`src/rtl/memory_stage.sv`:
```
// memory_stage: load/store unit between execute and writeback.
//   Non-memory instructions pass through to writeback with one cycle of latency.
//   An aligned load or store is captured, and the block issues one dmem request.
//   It holds the upstream stage (stall_out) until dmem_ack arrives.
//   A misaligned access issues no request. It completes at once with
//   misalign_out pulsed and rd_valid_out cleared.
// Ports:
//   clk, rst                  clock, async active-high reset
//   valid_in .. instr_id_in   instruction from execute
//   stall_out                 upstream holds its inputs while high (state==BUSY)
//   dmem_*                    data-memory request/response
//   valid_out .. instr_id_out registered writeback interface
//   misalign_out              one-cycle pulse on a misaligned access
module memory_stage (
  input  logic        clk,
  input  logic        rst,
  input  logic        valid_in,
  input  logic        rd_valid_in,
  input  logic [4:0]  rd_addr_in,
  input  logic [31:0] alu_result_in,
  input  logic [31:0] rs2_data_in,
  input  logic [5:0]  instr_id_in,
  output logic        stall_out,
  output logic        dmem_req,
  output logic        dmem_we,
  output logic [31:0] dmem_addr,
  output logic [31:0] dmem_wdata,
  output logic [3:0]  dmem_wstrb,
  input  logic        dmem_ack,
  input  logic [31:0] dmem_rdata,
  output logic        valid_out,
  output logic        rd_valid_out,
  output logic [4:0]  rd_addr_out,
  output logic [31:0] rd_value_out,
  output logic [31:0] mem_data_out,
  output logic [5:0]  instr_id_out,
  output logic        misalign_out
);
  // Shared instruction-ID encoding (mirrors the team instruction-ID header).
  localparam logic [5:0] INSTR_LB  = 6'd1;
  localparam logic [5:0] INSTR_LH  = 6'd2;
  localparam logic [5:0] INSTR_LW  = 6'd3;
  localparam logic [5:0] INSTR_LBU = 6'd4;
  localparam logic [5:0] INSTR_LHU = 6'd5;
  localparam logic [5:0] INSTR_SB  = 6'd6;
  localparam logic [5:0] INSTR_SH  = 6'd7;
  localparam logic [5:0] INSTR_SW  = 6'd8;

  typedef enum logic {IDLE, BUSY} state_t;
  state_t r_state;

  // Fields captured at issue, replayed on completion
  logic [1:0]  r_off;
  logic [5:0]  r_id;
  logic        r_rd_valid;
  logic [4:0]  r_rd_addr;
  logic [31:0] r_addr;

  logic        w_is_load, w_is_store, w_misalign;
  logic [1:0]  w_off;
  logic [3:0]  w_wstrb;
  logic [31:0] w_wdata, w_shift, w_load;

  assign stall_out = (r_state == BUSY);
  assign w_off     = alu_result_in[1:0];

  always_comb begin
    w_is_load  = 1'b0;
    w_is_store = 1'b0;
    w_misalign = 1'b0;
    w_wstrb    = 4'b0000;
    w_wdata    = rs2_data_in;
    case (instr_id_in)
      INSTR_LB, INSTR_LBU: w_is_load = 1'b1;
      INSTR_LH, INSTR_LHU: begin
        w_is_load  = 1'b1;
        w_misalign = alu_result_in[0];
      end
      INSTR_LW: begin
        w_is_load  = 1'b1;
        w_misalign = (w_off != 2'b00);
      end
      INSTR_SB: begin
        w_is_store = 1'b1;
        w_wstrb    = 4'b0001 << w_off;
        w_wdata    = {4{rs2_data_in[7:0]}};
      end
      INSTR_SH: begin
        w_is_store = 1'b1;
        w_misalign = alu_result_in[0];
        w_wstrb    = 4'b0011 << w_off;
        w_wdata    = {2{rs2_data_in[15:0]}};
      end
      INSTR_SW: begin
        w_is_store = 1'b1;
        w_misalign = (w_off != 2'b00);
        w_wstrb    = 4'b1111;
      end
      default: ;
    endcase
  end

  // Bring the addressed byte/half down to bit 0, then extend.
  assign w_shift = dmem_rdata >> {r_off, 3'b000};

  always_comb begin
    w_load = dmem_rdata;
    case (r_id)
      INSTR_LB:  w_load = {{24{w_shift[7]}}, w_shift[7:0]};
      INSTR_LBU: w_load = {24'd0, w_shift[7:0]};
      INSTR_LH:  w_load = {{16{w_shift[15]}}, w_shift[15:0]};
      INSTR_LHU: w_load = {16'd0, w_shift[15:0]};
      default:   w_load = dmem_rdata;
    endcase
  end

  always_ff @(posedge clk or posedge rst) begin
    if (rst) begin
      r_state      <= IDLE;
      r_off        <= 2'b00;
      r_id         <= 6'd0;
      r_rd_valid   <= 1'b0;
      r_rd_addr    <= 5'd0;
      r_addr       <= 32'd0;
      dmem_req     <= 1'b0;
      dmem_we      <= 1'b0;
      dmem_addr    <= 32'd0;
      dmem_wdata   <= 32'd0;
      dmem_wstrb   <= 4'b0000;
      valid_out    <= 1'b0;
      rd_valid_out <= 1'b0;
      rd_addr_out  <= 5'd0;
      rd_value_out <= 32'd0;
      mem_data_out <= 32'd0;
      instr_id_out <= 6'd0;
      misalign_out <= 1'b0;
    end else begin
      // Completion and misalign are single-cycle pulses
      valid_out    <= 1'b0;
      misalign_out <= 1'b0;
      case (r_state)
        IDLE: begin
          if (valid_in) begin
            if ((w_is_load || w_is_store) && w_misalign) begin
              valid_out    <= 1'b1;
              rd_valid_out <= 1'b0;
              misalign_out <= 1'b1;
              rd_addr_out  <= rd_addr_in;
              rd_value_out <= alu_result_in;
              instr_id_out <= instr_id_in;
            end else if (w_is_load || w_is_store) begin
              r_state    <= BUSY;
              r_off      <= w_off;
              r_id       <= instr_id_in;
              r_rd_valid <= rd_valid_in;
              r_rd_addr  <= rd_addr_in;
              r_addr     <= alu_result_in;
              dmem_req   <= 1'b1;
              dmem_we    <= w_is_store;
              dmem_addr  <= {alu_result_in[31:2], 2'b00};
              dmem_wdata <= w_wdata;
              dmem_wstrb <= w_wstrb;
            end else begin
              valid_out    <= 1'b1;
              rd_valid_out <= rd_valid_in;
              rd_addr_out  <= rd_addr_in;
              rd_value_out <= alu_result_in;
              instr_id_out <= instr_id_in;
            end
          end
        end
        BUSY: begin
          // Request fields stay frozen until the ack is seen with req high
          if (dmem_req && dmem_ack) begin
            r_state      <= IDLE;
            dmem_req     <= 1'b0;
            dmem_we      <= 1'b0;
            valid_out    <= 1'b1;
            rd_valid_out <= r_rd_valid;
            rd_addr_out  <= r_rd_addr;
            rd_value_out <= r_addr;
            instr_id_out <= r_id;
            if (!dmem_we) mem_data_out <= w_load;
          end
        end
        default: r_state <= IDLE;
      endcase
    end
  end
endmodule

```
`config.mk`:
```
export PLATFORM = sky130hd
export DESIGN_NAME = memory_stage
export DESIGN_NICKNAME = d
export VERILOG_FILES = /design/src/rtl/memory_stage.sv
export SDC_FILE = /design/constraint.sdc
export NUM_CORES = 1
export LEC_CHECK = 0
export BUFFER_PORTS_ARGS = -buffer_cell sky130_fd_sc_hd__buf_4
export CORE_ASPECT_RATIO = 2
export CORE_MARGIN = 5
export CORE_UTILIZATION = 28
export CTS_BUF_LIST = sky130_fd_sc_hd__clkbuf_8
export CTS_CLUSTER_DIAMETER = 50
export DETAILED_ROUTE_END_ITERATION = 16
export SLEW_MARGIN = 0
export SYNTH_ARGS = -nofsm -noshare
export SYNTH_HDL_FRONTEND = slang
export SYNTH_SLANG_ARGS = --single-unit
```
`constraint.sdc`:
```
create_clock -name clk -period 4.6 [get_ports clk]
set_input_delay 0.23 -clock clk [delete_from_list [all_inputs] [get_ports clk]]
set_output_delay 0.23 -clock clk [all_outputs]
set_load 0.02 [all_outputs]
```
# Yosys cells after proc, flatten, opt, wreduce, memory -nomap -nowiden
# Cells that the tools add are included.
[totals] ff_bits=193 inputBits=112 output_inout_bits=149 wordCells=101
[op_classes] eq_ne=17 shifts=3 mux=48 bitwise=3 reduce_logical=12
[ops] operator="32-bit two-way mux" n=4
[ops] operator="32-bit one-hot mux with 2 select lines" n=2
[ops] operator="32-bit one-hot mux with 4 select lines" n=1
[ops] operator="6-bit by 3-bit equality test with 1-bit output (second input constant)" n=6
[ops] operator="32-bit by 5-bit >> shifter with 16-bit output" n=1
[ops] operator="1-bit two-way mux" n=24
[ops] operator="6-bit two-way mux" n=4
[ops] operator="5-bit two-way mux" n=4
[ops] operator="6-bit by 2-bit equality test with 1-bit output (second input constant)" n=3
[ops] operator="6-bit by 1-bit equality test with 1-bit output (second input constant)" n=2
[ops] operator="1-bit one-hot mux with 2 select lines" n=6
[ops] operator="4-bit one-hot mux with 3 select lines" n=1
[ops] operator="6-bit one-hot mux with 2 select lines" n=1
[ops] operator="5-bit one-hot mux with 2 select lines" n=1
[ops] operator="4-bit AND reduction" n=2
[ops] operator="6-bit by 4-bit equality test with 1-bit output (second input constant)" n=1
[ops] operator="2-bit inequality test (second input constant)" n=3
[ops] operator="3-bit AND reduction" n=2
[ops] operator="3-bit OR reduction" n=2
[ops] operator="5-bit OR reduction" n=1
[ops] operator="1-bit by 2-bit left shift with 4-bit output (first input constant)" n=1
[ops] operator="2-bit by 2-bit left shift with 4-bit output (first input constant)" n=1
[ops] operator="3-bit inequality test (second input constant)" n=1
[ops] operator="1-bit inverter" n=3
[ops] operator="5 further kinds" n=6

# Longest topological paths before layout
# Gate-level depths: netlist (run 1).
[depth] depth_word=8 depth_mapped=9 depth_no_buf=5

# Worst setup path after synthesis (run 1)
# No wires, ideal clock.
[synth_timing] path_type="reg2reg" startpoint="register r_state (netlist: stall_out)" endpoint="register mem_data_out[16]" setup_time_ns=0.069 arrival_ns=1.799 path_slack_ns=2.732 path_stages_with_launch=7 path_buffers=2 cell_sequence="dfrtp_1 buf_2 nand3_1 nor2_1 o2111ai_1 buf_2 nand3_1"
[synth_between] elab_chain_len=1
[synth_rtl] item="start: declaration" line_no="50" rtl="state_t r_state;"
[synth_rtl] item="start signal: assignment" line_no="119" rtl="r_state <= IDLE;"
[synth_rtl] item="start signal: assignment" line_no="152" rtl="r_state <= BUSY;"
[synth_rtl] item="start signal: assignment" line_no="175" rtl="r_state <= IDLE;"
[synth_rtl] item="3-bit AND reduction (no line)"
[synth_rtl] item="end signal: assignment" line_no="183" rtl="if (!dmem_we) mem_data_out <= w_load;"
[synth_rtl] item="end: declaration" line_no="35" rtl="output logic [31:0] mem_data_out,"
# No other way between the ends.
# A chain may end at the register's enable or synchronous reset.

# Worst setup path in the final report (run 1)
[layout_timing] startpoint="register r_state (netlist: stall_out)" endpoint="register r_addr[29]"
[layout_between] elab_chain_len=2
[layout_rtl] item="1-bit inverter (no line)"
[layout_rtl] item="4-bit AND reduction (no line)"
[layout_rtl] item="end signal: assignment" line_no="157" rtl="r_addr <= alu_result_in;"
[layout_rtl] item="end: declaration" line_no="57" rtl="logic [31:0] r_addr;"
# No other way between the ends.

==> out/metrics.yaml, run 1 <==
outcome: "finished, final reports clean"
syn-cell-area_um2: 7900
cts.clk_slew.worst_paths_ns: 0.09
final_common_cell: "buf_4"
post_cts.repair.setup_buffers: 0
ir_worst_vdd_v: 0.000280
fin_skew_ns: 0.00941
slew_viol_final: 0
crit_arrival_ns: 2.99
core_area_um2: 28100
layout.nets: 1129
whs_ns: 0.0578
drt-total-wl_um: 25600
grt_max_degree: 102
start_util_pct: 28.1
die_height_um: 248
crit_path_end_kind: "flop"
drive_gt1_share_pct: 38.3
cts_buffer_depth: 2
dieWidth_um: 129
clk_latency_ns: 0.48
cts_root_buf: "clkbuf_8"
drc: 0
htree_levels: 4
fin_setup_tns_ns: 0
ys_seq_area_share_pct: 51.0
syn_area_per_cell_um2: 10.9
synth_async_sr_flop_share_pct: 100
worst_slew_pin_slew_ns: 1.13
period_minus_slack_ns: 2.62
fill_cells: 2784
fmaxAchievable_mhz: 381
detail-route-antenna-nets: 0
maxCapViolCount: 0
ys_types: 44
setup_violations: 0
vias: 6593
max_slew_margin_pct: 24.6
antenna_found_initial: 3
grt_pass1_wl_um: 39400
cts-buffers-inserted: 17
setup.worst_path.start_class: "flop"
crit_type: "reg2reg"
ys.warnings.count: 0
hold_class: "in2reg"
critPathMaxFanout: 101
synthCells: 725
rows: 87
period_share_pct: 57.0
p_leak_nw: 5.30
place.gp.congestion: 0.832
cts_tree: "yes"
first_global_vias: 7049
rsz0062_at_grt: "no"
via_per_inst: 4.74
dr.pass1.iters: 5
hold_viol_final: 0
clock_sinks: 161
drtIter0Drc: 286
die-area_um2: 31900
grt_overflow: 0
place_hpwl_um: 18300
critical_path_required_ns: 4.97
synth_seq_cells: 161
synth-edff-count: 0
routedWlPerCell_um: 18.4
port_buffers: 258
ys.flop_type: "dfrtp_1"
grt_usage_pct: 16.3
power_density_nw_per_um2: 590
layout_common_cells: "buf_4 (268), dfrtp_1 (160), dlygate4sd3_1 (88), mux2i_1 (81), nand3_1 (78)"
io_pins: 261
area_delta_synth_final_pct: 41.3
[where the power goes]
| group | internal (mW) | switching (mW) |
|---|---|---|
| clock | 0.565 | 0.558 |
| sequential | 1.99 | 0.417 |
| combinational | 1.32 | 1.73 |
[area by class of cell]
class | count | area (um2) | share of cell area, %
timing repair buffer | 357 | 2910 | 26.1
multi-input combinational | 477 | 3320 | 29.8
inverter | 3 | 16.3 | 0.146
tap | 356 | 445 | 3.99
clock inverter | 13 | 161 | 1.45
antenna | 4 | 10.0 | 0.0897
sequential | 161 | 4030 | 36.1
clock buffer | 19 | 262 | 2.34
[per-stage QoR]
step | setup WS [ns] | power, mW | util, % | cell area (um2) | instances
2_1_floorplan | 0.0217 | 4.25 | - | 7900 | 726
3_3_place_gp | 2.00 | 5.42 | 35.1 | 9850 | 1266
3_5_place_dp | 1.96 | 5.47 | 35.1 | 9850 | 1266
4_1_cts | 1.95 | 6.68 | 39.7 | 11200 | 1386
5_1_grt | 1.79 | 6.99 | 39.7 | 11200 | 1388
6_report | 1.98 | 6.59 | 39.7 | 11200 | 1390
[repair_timing]
action                    in CTS  in global routing
gates resized for setup        0                  0
hold endpoints to repair     191                  0
hold buffers                  88                  0
[metal layers]
metal	track usage (%)	part of all wire (%)	vias to the layer above
li1	-	-	3115
met1	15.6	33	3213
met2	30.5	57	209
met3	4.20	5.4	56
met4	9.37	5.2	0
met5	0	0	-
[cell usage after synthesis, drive strengths merged, types with 2 or more instances]
cell | number | area (um2)
a211oi | 2 | 27.5
buf | 60 | 455
dfrtp | 161 | 4030
a21oi | 24 | 120
nand2b | 4 | 25.0
or2 | 2 | 12.5
and2 | 4 | 25.0
mux2i | 81 | 811
o22ai | 16 | 100
mux2 | 53 | 597
nand2 | 73 | 277
o31a | 2 | 17.5
nor4b | 2 | 47.6
nor2 | 23 | 93.8
o21ai | 89 | 592
a21boi | 2 | 18.8
nor3 | 3 | 15.0
clkbuf | 25 | 93.8
inv | 3 | 11.3
nor2b | 5 | 31.3
nand3 | 78 | 390
[sequential cells by signal, summed over array words and instances, names as in the netlist]
name          count
dmem_wdata       32
mem_data_out     32
r_addr           32
rd_value_out     32
instr_id_out      6
r_id              6
r_rd_addr         5
rd_addr_out       5
dmem_wstrb        4
dmem_req          1
dmem_we           1
misalign_out      1
r_rd_valid        1
rd_valid_out      1
stall_out         1
valid_out         1
[kinds of logic (layout without fill, tap and decap cells)]
group | Yosys count | after routing | synth area share, %
AND/OR/NAND/NOR | 199 | 199 | 12.1
other | 1 | 6 | 0.0475
flip-flops | 161 | 161 | 51.0
AO/OA/AOI/OAI | 142 | 142 | 11.9
multiplexers | 134 | 134 | 17.8
buffers and inverters | 88 | 392 | 7.10
[worst paths after layout]
| path | startpoint | to | slack [ns] | depth (start not counted) |
|---|---|---|---|---|
| worst max-delay path | stall_out | r_addr[29] | 1.98 | 6 |
| worst min-delay path | dmem_rdata[31] | mem_data_out[31] | 0.06 | 3 |
| worst max register to register | stall_out | r_addr[29] | 1.98 | 6 |
| worst min register to register | dmem_wdata[15] | dmem_wdata[15] | 0.49 | 2 |
| max in group asynchronous | rst | r_addr[2] | 3.01 | 4 |
| min in group asynchronous | rst | rd_value_out[28] | 0.43 | 3 |
[critical path: stages (launching register included)]
cell	delay (ns)
dfrtp_2	0.36
buf_4	0.68
nor2b_1	0.20
and2_1	0.23
o211ai_1	0.15
buf_12	0.43
mux2_2	0.40
Note: power is estimated with default switching activity, not from simulation.
==> run 2, diff against run 1 <==
==> constraint.sdc (replaced) <==
create_clock -name clk -period 2.4 [get_ports clk]
set_input_delay 0.12 -clock clk [delete_from_list [all_inputs] [get_ports clk]]
set_output_delay 0.12 -clock clk [all_outputs]
set_load 0.02 [all_outputs]
==> run 2 against run 1 <==
Die area stayed put. Final area is 3.1% higher. Worst setup slack worse by 1.7 ns. Combinational power is 95% higher. Via count is 1.4% higher. Total power is 94% higher. Critical path type is now in2reg. First-iteration DRC count is 0.70% lower.
==> out/metrics.yaml, run 2 (synthesis results as in run 1) <==
crit_arrival_ns: 2.49
worst_slew_pin_slew_ns: 0.641
hold_viol_final: 0
crit_path_end_kind: "flop"
post_cts.repair.setup_buffers: 0
rows: 87
detail-route-antenna-nets: 0
place_hpwl_um: 18800
dp_slack_ns: 0.344
critical_path_required_ns: 2.77
first_global_vias: 7086
reg2reg_from: "r_id[3]"
grt_overflow: 0
whs_ns: 0.150
r2r_end: "mem_data_out[8]"
start_util_pct: 28.1
p_leak_nw: 5.45
grt_usage_pct: 16.4
final_common_cell: "buf_4"
rrSetupSlack_ns: 0.34
io_pins: 261
place.gp.congestion: 0.824
drc: 0
outcome: "finished, final reports clean"
fill_cells: 2795
total_power_mw: 12.8
slew_viol_final: 0
die-area_um2: 31900
cts_root_buf: "clkbuf_8"
hold_class: "in2reg"
fin_setup_tns_ns: 0
crit_end: "r_addr[30]"
clock_sinks: 161
period_minus_slack_ns: 2.12
critPathLaunch: "instr_id_in[2]"
dieWidth_um: 129
cts.clk_slew.worst_paths_ns: 0.08
vias: 6683
core_area_um2: 28100
area_delta_synth_final_pct: 45.6
via_per_inst: 4.71
final_area_um2: 11500
htree_levels: 4
antenna_found_initial: 2
rsz0062_at_grt: "no"
fin_skew_ns: 0.0161
max_slew_margin_pct: 57.2
port_buffers: 258
die_height_um: 248
period_share_pct: 88.3
dr.pass1.iters: 5
routedWlPerCell_um: 18.2
place_area_um2: 9950
setup.worst_path.start_class: "input port"
cts_buffer_depth: 2
setup_slack_ns: 0.281
rr_worst_depth: 5
drive_gt1_share_pct: 37.9
ir_worst_vdd_v: 0.000425
power_density_nw_per_um2: 1110
maxCapViolCount: 0
grt_max_degree: 102
drtIter0Drc: 284
cts-buffers-inserted: 17
setup_violations: 0
layout.nets: 1160
drt-total-wl_um: 25800
critPathMaxFanout: 101
grt_pass1_wl_um: 39800
crit_type: "in2reg"
fmaxAchievable_mhz: 472
cts_tree: "yes"
layout_common_cells: "buf_4 (274), dfrtp_1 (160), dlygate4sd3_1 (110), mux2i_1 (81), nand3_1 (78)"
clk_latency_ns: 0.49
==> run 2: cell count changes in the layout (fill, tap and decap cells not counted), sizes merged <==
cell and delta:
clkinvlp +3, diode -1, bufinv +1, dlygate4sd3 +22, clkinv -7, inv +2, buf +9
==> run 2: worst min-delay path by stage <==
stage | from | end | slack [ns] | cells past startpoint
final | instr_id_in[0] | instr_id_out[0] | 0.15 | 3
after CTS | instr_id_in[0] | instr_id_out[0] | 0.1 | 3
after global routing | instr_id_in[0] | r_id[0] | 0.12 | 2
after global placement | rst | r_addr[6] | 0.14 | 2
after detailed placement | rst | r_addr[10] | 0.14 | 2
after floorplan | rs2_data_in[3] | dmem_wdata[3] | 0.25 | 1
==> run 2: through the flow <==
step / utilization, % / instances
2_1_floorplan: - / 726
3_3_place_gp: 35.4 / 1275
3_5_place_dp: 35.4 / 1275
4_1_cts: 40.9 / 1416
5_1_grt: 40.9 / 1418
6_report: 41.0 / 1419
==> run 2: worst max-delay path: stages <==
cell and delay, ns:
dlygate4sd3_1 0.55, buf_4 0.18, nor4b_4 0.33, a211oi_1 0.12, o211ai_1 0.31, buf_12 0.43
mux2_2 0.39
==> run 2: power breakdown <==
group          total [mW]  switching [mW]  internal [mW]
clock network        2.26            1.07           1.19
logic                5.96            3.36           2.60
registers            4.56           0.747           3.82
==> run 2: cell type report <==
class,instances,area [um2],area share (%)
sequential,161,4030,35.0
multi-input combinational,477,3320,28.9
timing repair buffer,388,3240,28.2
tap,356,445,3.87
clock buffer,19,262,2.27
clock inverter,12,181,1.58
inverter,3,15.0,0.131
antenna,3,7.51,0.0653
==> run 2: layer usage <==
layer	share of wire (%)	global-route usage, %	vias to the layer above
met3	5.3	4.11	66
met2	56	30.4	203
met1	33	15.9	3242
met5	0	0	-
met4	5.9	9.86	0
li1	-	-	3172
==> run 2: repair_timing <==
item | 4_1_cts | 5_1_grt
resized for setup | 0 | 0
hold buffers | 110 | 0
endpoints found under the hold margin | 186 | 0
==> run 3, diff against run 2 <==
--- a/config.mk
+++ b/config.mk
@@ -7,11 +7,11 @@
 export LEC_CHECK = 0
 export BUFFER_PORTS_ARGS = -buffer_cell sky130_fd_sc_hd__buf_4
 export CORE_ASPECT_RATIO = 2
-export CORE_MARGIN = 5
 export CORE_UTILIZATION = 28
 export CTS_BUF_LIST = sky130_fd_sc_hd__clkbuf_8
 export CTS_CLUSTER_DIAMETER = 50
 export DETAILED_ROUTE_END_ITERATION = 16
+export HOLD_SLACK_MARGIN = 0.02
 export SLEW_MARGIN = 0
 export SYNTH_ARGS = -nofsm -noshare
 export SYNTH_HDL_FRONTEND = slang
==> run 3 against run 2 <==
Routed wire length fell by 1.6%. Sequential cell count stayed put. Hold slack improved by 0.13 ns. Global-route usage grew 1.6 points. Total power is 2.4% higher. Critical path type unchanged. Largest cell class unchanged. Largest power group unchanged.
==> out/metrics.yaml, run 3 (synthesis results as in run 1) <==
crit_type: "in2reg"
hold_viol_final: 0
final_common_cell: "buf_4"
drt-total-wl_um: 25400
rsz0062_at_grt: "no"
fin_setup_tns_ns: 0
rows: 86
cp_slowest_cell: "dlygate4sd3_1"
cts.repair.resized: 0
period_minus_slack_ns: 2.14
ir_worst_vdd_v: 0.000436
slew_viol_final: 0
place_hpwl_um: 17600
die-area_um2: 28900
grt_max_degree: 87
port_buffers: 258
drtIter0Drc: 261
power_density_nw_per_um2: 1130
antenna_found_initial: 1
routedWlPerCell_um: 17.9
final_util_pct: 41.9
core_area_um2: 27700
p_leak_nw: 5.51
crit_path_end_kind: "flop"
critPathMaxFanout: 86
layout.nets: 1163
cp.depth: 9
dieWidth_um: 121
critPathBufInv: 4
cts_buffer_depth: 2
grt_pass1_wl_um: 38700
max_slew_margin_pct: 56.7
htree_levels: 4
post_cts.repair.setup_buffers: 0
whs_ns: 0.284
fill_cells: 2632
hold_class: "in2async"
layout_common_cells: "buf_4 (275), dfrtp_1 (160), dlygate4sd3_1 (111), mux2i_1 (81), nand3_1 (78)"
cts_tree: "yes"
outcome: "finished, final reports clean"
vias: 6771
critical_path_required_ns: 2.80
clock_sinks: 161
dr.pass1.iters: 4
fmaxAchievable_mhz: 468
io_pins: 261
grt_usage_pct: 18.0
crit_path_cell_trace: "dlygate4sd3_1 -> buf_4 -> nor4b_4 -> a211oi_1 -> o211ai_1 -> buf_12 -> buf_4 -> nand2_1 -> o21ai_0"
detail-route-antenna-nets: 0
cp_top_family: "buffers and inverters"
place.gp.congestion: 0.828
max_stage_delay_ns: 0.54
crit_path_frequent_cell: "buf_4"
grt_overflow: 0
cts-buffers-inserted: 17
via_per_inst: 4.78
cts_root_buf: "clkbuf_8"
die_height_um: 240
setup_violations: 0
drive_gt1_share_pct: 38.0
worst_slew_pin_slew_ns: 0.650
area_delta_synth_final_pct: 46.8
setup.worst_path.start_class: "input port"
first_global_vias: 7104
start_util_pct: 28.6
fin_skew_ns: 0.00922
cts.clk_slew.worst_paths_ns: 0.09
maxCapViolCount: 0
drc: 0
period_share_pct: 89.0
crit_arrival_ns: 2.53
rr_worst_depth: 4
layout.cells.non_filler: 1417
dp.cells: 1273
clk_latency_ns: 0.48
run 3: area by class of cell:
type	instances	area [um2]	share of cell area, %
flip-flops and latches	161	4030	34.8
multi-input cells	477	3320	28.7
repair buffers	391	3280	28.3
well taps	352	440	3.80
clock buffers	22	303	2.61
clock inverters	10	204	1.76
inverters	3	15.0	0.130
diodes	1	2.50	0.0216
run 3: layer usage:
layer | track usage, % | vias to the layer above | wire length [um]
met3 | 3.67 | 76 | 1010
li1 | - | 3178 | -
met2 | 33.3 | 234 | 14100
met5 | 0 | - | 0
met1 | 17.5 | 3283 | 8790
met4 | 12.3 | 0 | 1520
run 3: path summary, 6_finish.rpt:
path,from,endpoint,slack (ns)
min in group clk,alu_result_in[23],r_addr[23],0.40
setup / recovery,instr_id_in[2],dmem_wdata[21],0.26
hold / removal,rst,r_id[0],0.28
max in group asynchronous,rst,r_addr[26],1.40
setup reg to reg,r_id[3],mem_data_out[11],0.33
hold reg to reg,dmem_wdata[26],dmem_wdata[26],0.49
run 3: stage by stage:
step	setup slack, ns	instance area [um2]	total power [mW]
after floorplan	0.237	7910	8.15
after global placement	0.375	9970	10.4
after detailed placement	0.336	9970	10.5
after CTS	0.310	11600	13.2
after global routing	0.186	11600	13.8
final	0.265	11600	13.1
run 3: power breakdown:
part	internal (mW)	switching, mW
clock network	1.48	1.06
registers	3.82	0.760
logic	2.62	3.36
total	7.92	5.18
run 3: worst register-to-register path, stage by stage (launching register included):
cell and delay, ns:
dfrtp_1 0.40, or3_1 0.43, or3b_1 0.58, a211oi_4 0.41, a21oi_1 0.12
run 3: timing repair:
item | CTS | global route
endpoints found under the setup margin | 0 | 0
endpoints found under the hold margin | 175 | 0
hold buffers | 111 | 0
